File: config.mk
export PLATFORM = sky130hd
export DESIGN_NAME = usbh_nes_joy_serializer
export DESIGN_NICKNAME = d
export VERILOG_FILES = /design/src/rtl/usbh_nes_joy_serializer.sv
export SDC_FILE = /design/constraint.sdc
export NUM_CORES = 1
export LEC_CHECK = 0
export CAP_MARGIN = 5
export CORE_MARGIN = 5
export CORE_UTILIZATION = 39
export DETAILED_ROUTE_END_ITERATION = 10
export PLACE_DENSITY_LB_ADDON = 0.05
export SKIP_LAST_GASP = 1
export SLEW_MARGIN = 10
export SYNTH_ARGS = -nofsm -noshare
export SYNTH_HDL_FRONTEND = slang
export SYNTH_SLANG_ARGS = --single-unit
File: constraint.sdc
create_clock -name i_clk -period 1.8 [get_ports i_clk]
set_input_delay 0.18 -clock i_clk [delete_from_list [all_inputs] [get_ports i_clk]]
set_output_delay 0.18 -clock i_clk [all_outputs]
set_load 0.02 [all_outputs]
File: src/rtl/usbh_nes_joy_serializer.sv
// NES controller-port emulation: buttons from USB HID are latched on strobe and
// shifted out one bit per read, with optional autofire gating on A and B.
`default_nettype none

module usbh_nes_joy_serializer #(
  parameter int c_clk_hz      = 6000000,
  parameter int c_autofire_hz = 10
) (
  input  logic       i_clk,
  input  logic       i_reset,
  input  logic [7:0] i_btn,
  input  logic       i_btn_valid,
  input  logic       i_autofire_a,
  input  logic       i_autofire_b,
  input  logic       i_strobe,
  input  logic       i_read,
  output logic       o_data
);

  localparam int div_raw = c_clk_hz / (2 * c_autofire_hz);
  localparam int div     = (div_raw < 1) ? 1 : div_raw;
  localparam int af_w    = (div > 1) ? $clog2(div) : 1;
  localparam logic [af_w-1:0] af_last = af_w'(div - 1);

  typedef enum logic [1:0] {
    ST_LOAD  = 2'd0,
    ST_SHIFT = 2'd1,
    ST_DONE  = 2'd2
  } state_t;

  logic [7:0]      btn_r;
  logic [af_w-1:0] af_cnt;
  logic            phase;
  logic [7:0]      eff;

  state_t          state, state_next;
  logic [7:0]      sr, sr_next;
  logic [3:0]      cnt, cnt_next;
  logic            data_next;

  always_ff @(posedge i_clk or posedge i_reset) begin
    if (i_reset) begin
      btn_r  <= 8'h00;
      af_cnt <= '0;
      phase  <= 1'b0;
    end else begin
      if (i_btn_valid) btn_r <= i_btn;
      if (af_cnt == af_last) begin
        af_cnt <= '0;
        phase  <= ~phase;
      end else begin
        af_cnt <= af_cnt + 1'b1;
      end
    end
  end

  always_comb begin
    eff    = btn_r;
    eff[0] = btn_r[0] & (~i_autofire_a | phase);
    eff[1] = btn_r[1] & (~i_autofire_b | phase);
  end

  always_ff @(posedge i_clk or posedge i_reset) begin
    if (i_reset) begin
      state  <= ST_SHIFT;
      sr     <= 8'h00;
      cnt    <= 4'd0;
      o_data <= 1'b0;
    end else begin
      state  <= state_next;
      sr     <= sr_next;
      cnt    <= cnt_next;
      o_data <= data_next;
    end
  end

  // Strobe overrides every state; the falling edge only changes state, never reloads.
  always_comb begin
    state_next = state;
    sr_next    = sr;
    cnt_next   = cnt;
    data_next  = o_data;
    if (i_strobe) begin
      state_next = ST_LOAD;
      sr_next    = eff;
      cnt_next   = 4'd0;
      data_next  = eff[0];
    end else begin
      case (state)
        ST_LOAD: state_next = ST_SHIFT;
        ST_SHIFT: begin
          if (i_read) begin
            sr_next   = {1'b1, sr[7:1]};
            cnt_next  = cnt + 4'd1;
            data_next = sr[1];
            if (cnt == 4'd7) state_next = ST_DONE;
          end
        end
        ST_DONE:  data_next = 1'b1;
        default:  state_next = ST_SHIFT;
      endcase
    end
  end

endmodule

`default_nettype wire
======== Yosys cells after proc, flatten, opt, wreduce, memory -nomap -nowiden ========
Cells that the tools add are included.
word-level totals
  register bits ........................... 43
  output and inout bits ................... 1
  word-level logic and storage cells ...... 43
cells by class
  add/sub/neg operators ................... 2
  equal/unequal tests ..................... 7
  multiplexer cells ....................... 14
  bitwise logic cells ..................... 7
  reductions and logical operators ........ 6
operators by type and width
  kind                                                              number
  8-bit two-way mux                                                 3
  19-bit by 1-bit adder with 19-bit output (second input constant)  1
  19-bit == test (second input constant)                            1
  19-bit two-way mux                                                1
  4-bit two-way mux                                                 3
  2-bit two-way mux                                                 3
  3-bit inequality test (second input constant)                     2
  4-bit by 1-bit adder with 4-bit output (second input constant)    1
  4-bit by 3-bit == test with 1-bit output (second input constant)  1
  2-bit case mux with 2 select lines                                1
  2-bit AND reduction                                               2
  2-bit nonzero test                                                2
  1-bit inverter                                                    3
  3-bit AND reduction                                               1
  3-bit nonzero test                                                1
  1-bit AND                                                         2
  2-bit by 1-bit == test with 1-bit output (second input constant)  1
  2-bit == test (second input constant)                             1
  1-bit two-way mux                                                 2
  2-bit inequality test (second input constant)                     1
  1-bit OR                                                          2
  1-bit case mux with 2 select lines                                1

======== Logic depth before layout (Yosys ltp) ========
  depth after elaboration ................. 5
  gate-level depth with buffers ........... 5

======== Least setup slack after synthesis ========
No wires, ideal clock.
  kind .................................... flip-flop to flip-flop
  from .................................... register af_cnt[8]
  to ...................................... register af_cnt[18]
  library setup time ...................... 0.073 ns
  data arrival time ....................... 1.478 ns
  data required time ...................... 1.727 ns
  path slack .............................. 0.249 ns
  cell stages (with the launch flop) ...... 5
  path buffers ............................ 0
  clock period less this slack ............ 1.551 ns
  cells stage by stage .................... dfrtp_1 > nand4_2 > or4_4 > or3_1 > a21oi_2
between the ends
  longest elaborated chain between the ends .. 2
RTL lines
  what                                                                               RTL line  text
  start, declared                                                                    32        logic [af_w-1:0] af_cnt;
  start signal, assigned                                                             52        af_cnt <= af_cnt + 1'b1;
  19-bit by 1-bit adder with 19-bit output / 19-bit == test (equally long branches)  52, 48
  19-bit two-way mux *                                                               48        if (af_cnt == af_last) begin
Mark *: on every way between the ends. The rest lies on a longest branch, timed or not.
A chain may end at the register's enable or synchronous reset.

======== Final worst setup path ========
  from .................................... register af_cnt[7]
  to ...................................... register af_cnt[18]
Same word-level chain as after synthesis.

==> results.json <==
{
  "status": "complete, no violations",
  "grt_pass1_wl_um": 6334,
  "critPathKind": "reg2reg",
  "via_count": 1316,
  "synth_xor_xnor_area_share_pct": 9.150,
  "routed_wirelength_um": 3609,
  "nFillCells": 457,
  "cp_max_fo": 5,
  "cts_setup_buffers": 0,
  "synth_area_per_cell_um2": 10.88,
  "yosysTopAreaCell": "dfrtp_1",
  "synthesis.nets": 193,
  "crit_cells": 4,
  "fmax_mhz": 605.6,
  "grt_pass1_vias": 1385,
  "multi_input_area_um2": 812.0,
  "hold_buffers": 0,
  "syn-instance-count": 176,
  "rr_worst_depth": 4,
  "crit_path_start_kind": "flop",
  "vdd_drop_max_v": 0.0005142,
  "synthTopCellsByArea": "dfrtp_1, xor2_1, mux2_2",
  "yosys_warnings": 0,
  "crit_slowest_cell": "or4_4",
  "wl_met1_um": 1692,
  "antenna_found_initial": 0,
  "reg2reg_setup_slack_ns": 0.15,
  "hold_violations": 0,
  "via_per_inst": 4.947,
  "drv_cap": 0,
  "cpPeakStageDelay_ns": 0.51,
  "min_path_type": "in2async",
  "ant_nets": 0,
  "start_util_pct": 40.26,
  "ctsLongestPathBuffers": 2,
  "yosys_register_bits": 42,
  "final_cell_mix": "dfrtp_1, nor2_1, clkdlybuf4s50_1",
  "cts_htree_levels": 2,
  "nNetsFinal": 215,
  "worst_pin_slew_ns": 0.4443,
  "die-width_um": 80.06,
  "crit_chain": "nand4_2, or4_4, or3_1, a21oi_2",
  "final_common_cell": "dfrtp_1",
  "grt_max_degree": 34,
  "synth_seq_area_share_pct": 54.97,
  "clkLatencyLatePin_ns": 0.29,
  "highest_layer": "met4",
  "core_mm2": 0.004755,
  "diodes": 0,
  "io_buffers": 15,
  "route.met2.wl_um": 1738,
  "synth_compound_area_share_pct": 5.033,
  "clock-sinks": 42,
  "clockRootBuffer": "clkbuf_8",
  "synth_top_family_by_area": "simple AND/OR/NAND/NOR gates",
  "synthDistinctLibCells": 35,
  "synth-simple-area-share_pct": 19.08,
  "slew_violations": 0,
  "r2r-start": "af_cnt[7]",
  "die_h_um": 80.06,
  "cp-endpoint": "af_cnt[18]",
  "drc_errors": 0,
  "power_mw": 1.802,
  "crit_buf_inv": 0,
  "wl_met3_um": 132,
  "worstPathArrival_ns": 1.88,
  "gp_congestion": 0.8027,
  "cts-buffers-inserted": 5,
  "place_hpwl_um": 2602,
  "cts_resized": 0,
  "cpLargestDelayFamily": "simple AND/OR/NAND/NOR gates",
  "tns_ns": 0,
  "finClkSkew_ns": 0.008060,
  "drt_iter0_markers": 57,
  "end_kind": "flop",
  "boundaryPins": 16,
  "period_share_pct": 91.74,
  "finalCriticalPeriod_ns": 1.651,
  "power_leakage_nw": 1.004,
  "die-area_mm2": 0.006410,
  "rr_endpoint": "af_cnt[18]",
  "grt_overflow": 0,
  "syn_area_mm2": 0.001914,
  "firstDrtPassIters": 4,
  "rsz0062_at_grt": "no",
  "worstSetupStartpoint": "af_cnt[7]",
  "cts_tree": "done",
  "relSlewSlack_pct": 70.35,
  "synth_top_area_share_pct": 53.59,
  "syn_to_final_growth_pct": 19.15,
  "synth_fa_ha_area_share_pct": 1.307,
  "drive_gt1_share_pct": 15.08,
  "clk_pin_slew_ns": 0.08,
  "setup_violations": 0,
  "core.rowCount": 25,
  "synth.mux.area_fraction_pct": 7.843,
  "grt_use_total_pct": 12.75,
  "worstPathRequired_ns": 2.03,
  "drt-wirelength-per-cell_um": 13.57,
  "power_density_mw_per_mm2": 789.9,
  "register_area_mm2": 0.001052
}
[synthesized netlist by cell type]
master and count:
nand2_1 14, a31o_2 1, nor2_1 17, nand2b_1 2, nor4b_1 1, and4_1 1, a21oi_2 1, buf_2 1
or3_1 1, nor2b_1 3, ha_1 2, and2_1 1, xnor2_1 9, nor4bb_1 1, mux2i_1 6, nand4_1 6
clkbuf_1 6, xor2_1 11, a211oi_1 3, inv_1 6, nor4_1 3, or2_2 2, a21oi_1 2, nand3_1 6
dfstp_2 1, mux2_2 8, dfrtp_1 41, nand4_2 1, nand4b_1 1, nand3b_1 1, nor3_1 6, a31oi_1 1
o21ai_0 8, and3b_1 1, or4_4 1
[metrics by stage]
stage | util [%] | setup slack, ns | instance area, µm² | hold WS (ns) | instances
after floorplan | - | 0.2486 | 1914 | 0.2118 | 176
after global placement | 45.97 | 0.2139 | 2186 | 0.4600 | 258
after detailed placement | 45.97 | 0.1624 | 2186 | 0.4764 | 258
after CTS | 47.97 | 0.1443 | 2281 | 0.1869 | 266
after global routing | 47.97 | 0.08433 | 2281 | 0.2014 | 266
final | 47.97 | 0.1487 | 2281 | 0.1815 | 266
[per-layer routing]
layer | vias to the layer above | GRT usage [%]
met1 | 648 | 15.06
met2 | 15 | 22.02
li1 | 648 | -
met3 | 5 | 3.924
met5 | - | 0
met4 | 0 | 4.054
[worst min-delay path by stage]
| stage | slack, ns | from | end |
|---|---|---|---|
| final | 0.18 | i_reset | cnt[2] |
| after global routing | 0.20 | i_reset | cnt[2] |
| after global placement | 0.46 | btn_r[5] | sr[5] |
| after CTS | 0.19 | i_reset | cnt[2] |
| after floorplan | 0.21 | i_strobe | state[0] |
| after detailed placement | 0.48 | btn_r[4] | sr[4] |
[logic make-up after synthesis]
family / Yosys count
buffers and inverters: 13
AO/OA/AOI/OAI: 16
AND/OR/NAND/NOR: 69
adder cells (fa/ha/maj): 2
flip-flops: 42
XOR/XNOR: 20
multiplexers: 14
[layout make-up]
type / count / area share (%)
well taps: 67 / 3.675
clock buffers: 6 / 3.620
flip-flops and latches: 42 / 46.13
inverters: 6 / 0.9874
multi-input cells: 121 / 35.60
clock inverters: 2 / 0.5485
repair buffers: 22 / 9.435
[report_power, final]
group | switching (mW) | internal [mW] | total [mW]
Clock | 0.331 | 0.309 | 0.639
Sequential | 0.0257 | 0.988 | 1.01
Combinational | 0.0660 | 0.0823 | 0.148
[sequential cells by signal (all words and copies together) (netlist names)]
register,flops
phase,1
af_cnt,19
btn_r,8
state,2
o_data,1
cnt,4
sr,7
(Power assumes the default switching activity.)
==> RTL change: new RTL, same settings <==
Put one more register stage on the output `o_data`, cleared by the reset. The value now appears one clock later.
--- a/src/rtl/usbh_nes_joy_serializer.sv
+++ b/src/rtl/usbh_nes_joy_serializer.sv
@@ -28,4 +28,6 @@
     ST_DONE  = 2'd2
   } state_t;
+
+  logic o_data_s0;
 
   logic [7:0]      btn_r;
@@ -66,10 +68,10 @@
       sr     <= 8'h00;
       cnt    <= 4'd0;
-      o_data <= 1'b0;
+      o_data_s0 <= 1'b0;
     end else begin
       state  <= state_next;
       sr     <= sr_next;
       cnt    <= cnt_next;
-      o_data <= data_next;
+      o_data_s0 <= data_next;
     end
   end
@@ -80,5 +82,5 @@
     sr_next    = sr;
     cnt_next   = cnt;
-    data_next  = o_data;
+    data_next  = o_data_s0;
     if (i_strobe) begin
       state_next = ST_LOAD;
@@ -103,4 +105,12 @@
   end
 
+  always_ff @(posedge i_clk or posedge i_reset) begin
+    if (i_reset) begin
+      o_data <= '0;
+    end else begin
+      o_data <= o_data_s0;
+    end
+  end
+
 endmodule
 
Check against the original RTL: not equivalent (a bounded check fails within 4 cycles, from zero or initial values and one cycle with i_reset high).
==> RTL change against the original RTL <==
  * Largest cell class unchanged
  * Power decreased by 0.73%
  * Largest power group unchanged
  * Routed wire length increased by 5.7%
  * Final cell count decreased by 0.75%
  * Synthesized area increased by 2.4%
  * Final area increased by 2.2%
  * Critical path type unchanged
  * Setup slack got worse by 69 ps
  * Via count increased by 0.30%
  * Sequential cell count increased by 1
  * Non-clock buffer count increased by 1
==> RTL change: results (changes against the original RTL) <==
----------------------------------------------------
[Critical path]
  CP peak stage delay ... 410 ps (was 510 ps)
  CP Max Fanout ... 5 (unchanged)
  Critical path's slowest cell ... sky130_fd_sc_hd__dfrtp_1 (was sky130_fd_sc_hd__or4_4)
  Worst r2r path cells ... 5 (was 4)
  Signal arrival time at the worst endpoint ... 1900 ps (was 1880 ps)

[Timing]
  Clock skew ... 8.60 ps (was 8.06 ps)
  Worst rel slew slack ... 0.734 (was 0.703)

[Synthesis]
  Cell variety after synth ... 38 (was 35)
  Share of synthesized area occupied by flip-flops and latches ... 0.549 (was 0.550)
  Most frequent cells after synthesis ... sky130_fd_sc_hd__dfrtp_1 (42), sky130_fd_sc_hd__nor2_1 (17), sky130_fd_sc_hd__nand2_1 (13) (was sky130_fd_sc_hd__dfrtp_1 (41), sky130_fd_sc_hd__nor2_1 (17), sky130_fd_sc_hd__nand2_1 (14))
  Avg Synthesized Cell Area ... 11.5 um^2 (was 10.9 um^2)
  Synth top area cells ... sky130_fd_sc_hd__dfrtp_1 (54%), sky130_fd_sc_hd__mux2_2 (4.6%), sky130_fd_sc_hd__xor2_1 (4.5%) (was sky130_fd_sc_hd__dfrtp_1 (54%), sky130_fd_sc_hd__xor2_1 (5.0%), sky130_fd_sc_hd__mux2_2 (4.7%))
  Syn nets ... 188 (was 193)

[Pwr]
  Static Leakage ... 1.04 nW (was 1.00 nW)
  Share of total power consumed by net switching ... 0.235 (was 0.234)
  VDD IR max ... 0.000302 V (was 0.000514 V)

[Placement]
  Post-place instance area ... 2240 um^2 (was 2190 um^2)
  Placed cell count ... 255 (was 258)
  Gpl congestion ... 0.805 (was 0.803)
  Detailed Place HPWL ... 2.68 mm (was 2.60 mm)
  Post-Place Worst Slack ... 109 ps (was 162 ps)

[Route]
  Iteration-0 DRC Markers ... 76 (was 57)
  Total via count after detailed routing ... 1320 (was 1316)
  Per-cell via count in the routed design ... 5.00 (was 4.95)
  Routed WL per cell ... 14.5 um (was 13.6 um)

[Finish]
  Nets@finish ... 213 (was 215)
  Fraction of final layout cells sized beyond drive strength 1 ... 0.162 (was 0.151)

[Clock tree]
  Clock Pin Slew Worst Setup and Hold Paths ... 90 ps
  CTS Root Buffer Type ... sky130_fd_sc_hd__clkbuf_8 (unchanged)

[Status]
  Run status ... finished, final reports clean (unchanged)

[Global routing]
  Largest net degree at the start of global routing ... 44 (was 34)
  Via count of the first global-routing pass ... 1442 (was 1385)
  Total GRT Usage ... 0.133 (was 0.128)
  First-pass GRT wire length ... 6.67 mm (was 6.33 mm)

----------------------------------------------------
RTL change: cells by family after synthesis:
kind of cell / after synthesis / synth area share
simple gates: 66 / 0.197
flops: 43 / 0.549
xor+xnor: 19 / 0.0849
compound gates: 18 / 0.0606
mux: 14 / 0.0766
buf+inv: 9 / 0.0191
fa+ha+maj: 2 / 0.0128
RTL change: per-layer routing:
layer / GRT usage / routed length, um
met5: 0 / 0
met1: 0.151 / 1670
met2: 0.233 / 1900
met4: 0.0507 / 68
met3: 0.0410 / 174
RTL change: power by group through the flow:
| stage | sequential, mW | clock (mW) | combinational [mW] |
|---|---|---|---|
| 6_report | 1.04 | 0.597 | 0.151 |
| 5_1_grt | 1.05 | 0.680 | 0.170 |
| 4_1_cts | 1.04 | 0.629 | 0.155 |
| 3_5_place_dp | 1.06 | 0 | 0.155 |
| 3_3_place_gp | 1.06 | 0 | 0.150 |
| 2_1_floorplan | 1.05 | 0 | 0.0873 |
RTL change: final cells by class:
| type | count | area (um^2) |
|---|---|---|
| fillers | 469 | 2480 |
| flip-flops and latches | 43 | 1080 |
| multi-input cells | 119 | 848 |
| repair buffers | 23 | 223 |
| well taps | 67 | 83.8 |
| clock buffers | 6 | 72.6 |
| inverters | 4 | 15.0 |
| clock inverters | 2 | 12.5 |
RTL change: worst register-to-register path, stage by stage, from the launching register on:
cell                        delay (ps)
sky130_fd_sc_hd__dfrtp_1           410
sky130_fd_sc_hd__ha_2              230
sky130_fd_sc_hd__nand4_1           270
sky130_fd_sc_hd__nor4_4            310
sky130_fd_sc_hd__nor2_1             80
sky130_fd_sc_hd__a2111oi_2         330
RTL change: timing repair:
item / in CTS / in global routing
endpoints found under the setup margin: 0 / 1
setup buffers: 0 / 1
endpoints found under the hold margin: 0 / 0
resized for setup: 0 / 1
RTL change: path summary, 6_finish.rpt:
check | startpoint | end | slack (ps)
setup / recovery | af_cnt[0] | af_cnt[18] | 80
hold / removal | i_reset | cnt[2] | 250
setup reg to reg | af_cnt[0] | af_cnt[18] | 80
hold reg to reg | o_data_s0 | o_data | 420
max in group asynchronous | i_reset | state[0] | 1290
min in group i_clk | o_data_s0 | o_data | 420
